## src/rtl/shift_pkg.sv

```systemverilog
// Shared types for the serial frame controller: shift-register control codes
// and the frame sequencing states.
package shift_pkg;

  typedef enum logic [1:0] {
    HOLD = 2'b00,
    SHL  = 2'b01,
    SHR  = 2'b10,
    LOAD = 2'b11
  } sr_ctrl_t;

  typedef enum logic [1:0] {
    IDLE  = 2'd0,
    SHIFT = 2'd1,
    DONE  = 2'd2
  } frame_state_t;

endpackage

```

## src/rtl/sr_core.sv

```systemverilog
// N-bit universal shift register: hold, shift left/right with serial fill,
// or parallel load, selected by an sr_ctrl_t code.
module sr_core
  import shift_pkg::*;
#(
  parameter int N = 8
) (
  input  logic         clk,
  input  logic         rst,
  input  sr_ctrl_t     i_ctrl,
  input  logic [N-1:0] i_pdata,
  input  logic         i_sin,
  output logic [N-1:0] o_q
);

  logic [N-1:0] r_q;

  always_ff @(posedge clk) begin
    if (!rst) begin
      r_q <= '0;
    end else begin
      case (i_ctrl)
        SHL:     r_q <= {r_q[N-2:0], i_sin};
        SHR:     r_q <= {i_sin, r_q[N-1:1]};
        LOAD:    r_q <= i_pdata;
        default: r_q <= r_q;
      endcase
    end
  end

  assign o_q = r_q;

endmodule

```

## src/rtl/shift_frame_ctrl.sv

```systemverilog
// Full-duplex serial frame controller: loads a parallel word, shifts it out
// MSB first at DIV clocks per bit while capturing sin, then offers the result.
module shift_frame_ctrl
  import shift_pkg::*;
#(
  parameter int N   = 8,
  parameter int DIV = 4
) (
  input  logic         clk,
  input  logic         rst,
  input  logic         tx_valid,
  input  logic [N-1:0] tx_data,
  output logic         tx_ready,
  output logic         rx_valid,
  output logic [N-1:0] rx_data,
  input  logic         rx_ready,
  output logic         sout,
  input  logic         sin,
  output logic         sclk,
  output logic         busy
);

  localparam int DW = $clog2(DIV);
  localparam int BW = $clog2(N);
  localparam logic [DW-1:0] DIV_LAST = DW'(DIV - 1);
  localparam logic [DW-1:0] DIV_HALF = DW'(DIV / 2);
  localparam logic [BW-1:0] BIT_LAST = BW'(N - 1);

  if (N < 2) begin : g_bad_n
    $error("shift_frame_ctrl: N must be at least 2");
  end
  if (DIV < 2 || (DIV % 2) != 0) begin : g_bad_div
    $error("shift_frame_ctrl: DIV must be even and at least 2");
  end

  frame_state_t  r_state;
  logic [DW-1:0] r_div_cnt;
  logic [BW-1:0] r_bit_cnt;
  logic          r_tx_ready;
  logic          r_rx_valid;
  logic          r_busy;
  logic          r_sclk;
  logic          r_sout_en;

  sr_ctrl_t      w_ctrl;
  logic [N-1:0]  w_q;
  logic          w_tick;
  logic [DW-1:0] w_div_nxt;

  // A bit period ends on the last divider count; that edge samples sin.
  assign w_tick    = (r_state == SHIFT) && (r_div_cnt == DIV_LAST);
  assign w_div_nxt = r_div_cnt + DW'(1);

  always_comb begin
    w_ctrl = HOLD;
    if (r_state == IDLE && tx_valid) begin
      w_ctrl = LOAD;
    end else if (w_tick) begin
      w_ctrl = SHL;
    end
  end

  sr_core #(
    .N(N)
  ) u_sr (
    .clk     (clk),
    .rst     (rst),
    .i_ctrl  (w_ctrl),
    .i_pdata (tx_data),
    .i_sin   (sin),
    .o_q     (w_q)
  );

  always_ff @(posedge clk) begin
    if (!rst) begin
      r_state    <= IDLE;
      r_div_cnt  <= '0;
      r_bit_cnt  <= '0;
      r_tx_ready <= 1'b1;
      r_rx_valid <= 1'b0;
      r_busy     <= 1'b0;
      r_sclk     <= 1'b0;
      r_sout_en  <= 1'b0;
    end else begin
      case (r_state)
        IDLE: begin
          if (tx_valid) begin
            r_state    <= SHIFT;
            r_div_cnt  <= '0;
            r_bit_cnt  <= '0;
            r_tx_ready <= 1'b0;
            r_busy     <= 1'b1;
            r_sclk     <= 1'b0;
            r_sout_en  <= 1'b1;
          end
        end
        SHIFT: begin
          if (w_tick) begin
            r_div_cnt <= '0;
            r_sclk    <= 1'b0;
            if (r_bit_cnt == BIT_LAST) begin
              r_state    <= DONE;
              r_rx_valid <= 1'b1;
              r_sout_en  <= 1'b0;
            end else begin
              r_bit_cnt <= r_bit_cnt + BW'(1);
            end
          end else begin
            r_div_cnt <= w_div_nxt;
            r_sclk    <= (w_div_nxt >= DIV_HALF);
          end
        end
        DONE: begin
          if (rx_ready) begin
            r_state    <= IDLE;
            r_rx_valid <= 1'b0;
            r_busy     <= 1'b0;
            r_tx_ready <= 1'b1;
          end
        end
        default: begin
          r_state    <= IDLE;
          r_div_cnt  <= '0;
          r_bit_cnt  <= '0;
          r_tx_ready <= 1'b1;
          r_rx_valid <= 1'b0;
          r_busy     <= 1'b0;
          r_sclk     <= 1'b0;
          r_sout_en  <= 1'b0;
        end
      endcase
    end
  end

  assign tx_ready = r_tx_ready;
  assign rx_valid = r_rx_valid;
  assign rx_data  = w_q;
  assign sout     = r_sout_en & w_q[N-1];
  assign sclk     = r_sclk;
  assign busy     = r_busy;

endmodule

```

## config.mk

```make
export PLATFORM = sky130hd
export DESIGN_NAME = shift_frame_ctrl
export DESIGN_NICKNAME = d
export VERILOG_FILES = /design/src/rtl/shift_pkg.sv /design/src/rtl/sr_core.sv /design/src/rtl/shift_frame_ctrl.sv
export SDC_FILE = /design/constraint.sdc
export NUM_CORES = 1
export LEC_CHECK = 0
export BUFFER_PORTS_ARGS = -buffer_cell sky130_fd_sc_hd__buf_2
export CAP_MARGIN = 20
export CORE_MARGIN = 1.5
export CORE_UTILIZATION = 47
export CTS_CLUSTER_SIZE = 8
export DETAILED_ROUTE_END_ITERATION = 6
export PLACE_DENSITY = 0.73
export SYNTH_ARGS = -nofsm -noshare
export SYNTH_HDL_FRONTEND = slang
export SYNTH_SLANG_ARGS = --single-unit
export TNS_END_PERCENT = 50
```

## constraint.sdc

```tcl
create_clock -name clk -period 1.5 [get_ports clk]
set_input_delay 0.075 -clock clk [delete_from_list [all_inputs] [get_ports clk]]
set_output_delay 0.075 -clock clk [all_outputs]
set_load 0.02 [all_outputs]
```

==> metrics <==
CP cell instances=ha_2 -> nand2_2 -> or3_1 -> o2111a_1; # DRC=0; Hold Fails Final Rpt=0; clock insertion delay at the later pin of the skew report=280 ps; fin util=62.67%; Detailed Route Iter0 Violations=16; worst slack at placement=117.4 ps; crit end category=flip-flop; Final HPWL DP=1315 microns; yosys warns=0; worst hold path class=in2reg; sequential-to-total area share from yosys stat=41.25%; initial core utilization=51.72%; clk root buf=clkbuf_4; port buffer count=25; post-synthesis instance area=922.1 sq um; worst endpoint required time=1680 ps; max-slew violation total from the final report=0; unique cell type count in the Yosys netlist=29; Die Y=47.30 microns; CP delay by family, top=simple AND/OR/NAND/NOR gates; Cells after Synth=94; Final Non-Filler Cells=148; placed cell areas=0.001089 sq mm; skew final=4.283 ps; vias in the first global route=685; achievable frequency=0.7516 GHz; final count of negative-setup-slack endpoints=0; Site Rows=15; vias per inst=5.250; TritonCTS clock tree=done; crit-path max FO=8; Clk pin slew, worst setup/hold paths=100 ps; max_cap viols=0; Setup CP Type=reg2reg; Layout area overhead=21.17%; core box area=0.001783 sq mm; initial antenna violation count=0; die width=47.30 microns; Power Density=863.2 mW/mm^2; Final Power=0.9644 mW; Largest stage delay, worst path=360 ps; Pleak=0.4909 nW; RSZ-0062 raised after global routing=no; via count=777; Yosys reg bits=19; n_diodes=0; Final Instance Area=0.001117 sq mm; global-route wire length before repair=2732 microns; Routed WL=1710 microns; WP buf/inv=0; slowest CP cell=dfxtp_1; # IOs=26; startpoint types=flip-flop; total negative slack=0 ps; placed cells=144; WHS=108.8 ps; Clock Tree Buf Depth=2; crit share post-route=88.70%; routability cong.=0.7685; Final ANT Viol Nets=0; final critical-path required period=1330 ps; slew margin rel.=72.30%; CTS Sinks=19; Worst Path Arrival=1510 ps; # nets final=140; Synth Area per Inst=9.810 sq um; cts bufs inserted=3; proportion of layout cells with a drive suffix above 1=30.89%; WL/cell=11.55 microns; total grt overflow=0; Initial DRT Pass Iterations=4; GRT Resource Usage Total=17.16%; largest net degree at the start of global routing=15; die area=0.002237 sq mm; status=finished, final reports clean; worst setup margin=169.5 ps; Least-Margin Pin Slew=414.9 ps; H-tree depth=1; maximum vdd ir drop=0.4409 mV; Syn Nets=110
[power by group]
group | internal (mW) | leakage [nW] | switching, mW
clock | 0.103 | 0.0150 | 0.142
sequential | 0.535 | 0.156 | 0.0216
combinational | 0.0764 | 0.319 | 0.0864
[worst reg2reg max path: stages, from the launching register on]
cell      delay (ps)
dfxtp_1          360
ha_2             260
nand2_2          140
or3_1            340
o2111a_1         130
[kinds of logic (layout without fill, tap and decap cells)]
group / after synthesis / in the layout / share of synthesized area [%]
AO/OA/AOI/OAI: 22 / 22 / 20.62
multiplexers: 3 / 3 / 3.257
buffers and inverters: 5 / 34 / 2.578
flip-flops: 19 / 19 / 41.25
adder cells (fa/ha/maj): 3 / 3 / 4.071
AND/OR/NAND/NOR: 42 / 42 / 28.22
[flip-flops by register name, summed over array words and instances, names as in the netlist]
register and flops:
r_sout_en 1, rx_valid 1, busy 1, r_bit_cnt 3, tx_ready 1, r_state 2, r_div_cnt 2, u_sr.o_q 8
[worst paths after layout]
path | start | endpoint | slack [ps] | cells after the start
setup / recovery | r_div_cnt[0] | u_sr.o_q[1] | 170 | 4
hold / removal | rx_ready | rx_valid | 110 | 3
setup reg to reg | r_div_cnt[0] | u_sr.o_q[1] | 170 | 4
hold reg to reg | u_sr.o_q[6] | u_sr.o_q[6] | 470 | 2
[cell usage after synthesis, drive strengths merged]
| library cell | number | area, sq um |
|---|---|---|
| dfxtp | 19 | 380.4 |
| nand2b | 9 | 56.30 |
| nand2 | 7 | 28.78 |
| o2111a | 7 | 78.83 |
| nor2b | 6 | 37.54 |
| or3 | 6 | 37.54 |
| nor3b | 5 | 42.54 |
| o21ai | 5 | 25.02 |
| a21oi | 3 | 26.28 |
| ha | 3 | 37.54 |
| mux2i | 3 | 30.03 |
| nand3 | 3 | 15.01 |
| o21a | 3 | 22.52 |
| and2 | 2 | 12.51 |
| buf | 2 | 12.51 |
| clkbuf | 2 | 7.510 |
| nand3b | 2 | 15.01 |
| a31oi | 1 | 6.260 |
| and2b | 1 | 10.01 |
| inv | 1 | 3.750 |
| nor3 | 1 | 5.000 |
| o211a | 1 | 10.01 |
| o22ai | 1 | 12.51 |
| o2bb2ai | 1 | 8.760 |
[what timing repair did]
action / 4_1_cts / 5_1_grt
endpoints found under the setup margin: 0 / 2
buffers inserted: 0 / 0
gates resized for setup: 0 / 1
hold buffers: 0 / 0
[placed cells by master (no fill, tap or decap), types with 2 or more instances in the layout]
master    synthesis  final
nand3_1           3      3
buf_2             1     25
nor3b_1           4      4
or3_1             6      6
nand2_1           6      6
buf_4             1      4
ha_1              3      2
o21ai_1           2      2
o2111a_1          7      7
nand2b_1          9      9
nor2b_1           6      6
nand3b_1          2      2
clkbuf_4          0      3
o21ai_0           3      3
a21oi_1           2      2
mux2i_1           3      3
o21a_1            3      3
dfxtp_1          19     19
and2_1            2      2
[final cells by class]
class	instances	area, sq um
Clock buffer	4	26.28
Fill cell	164	665.6
Inverter	1	3.754
Multi-Input combinational cell	70	520.5
Sequential cell	19	380.4
Tap cell	25	31.28
Timing Repair Buffer	29	155.1
[routing by layer]
layer | global-route usage (%) | wire length [microns] | vias up
met5 | 0 | 0 | -
met4 | 6.667 | 14 | 0
met3 | 3.077 | 82 | 2
met2 | 28.65 | 803 | 17
met1 | 21.76 | 809 | 353
li1 | - | - | 405
No activity file was read; power rests on OpenSTA's default activity.
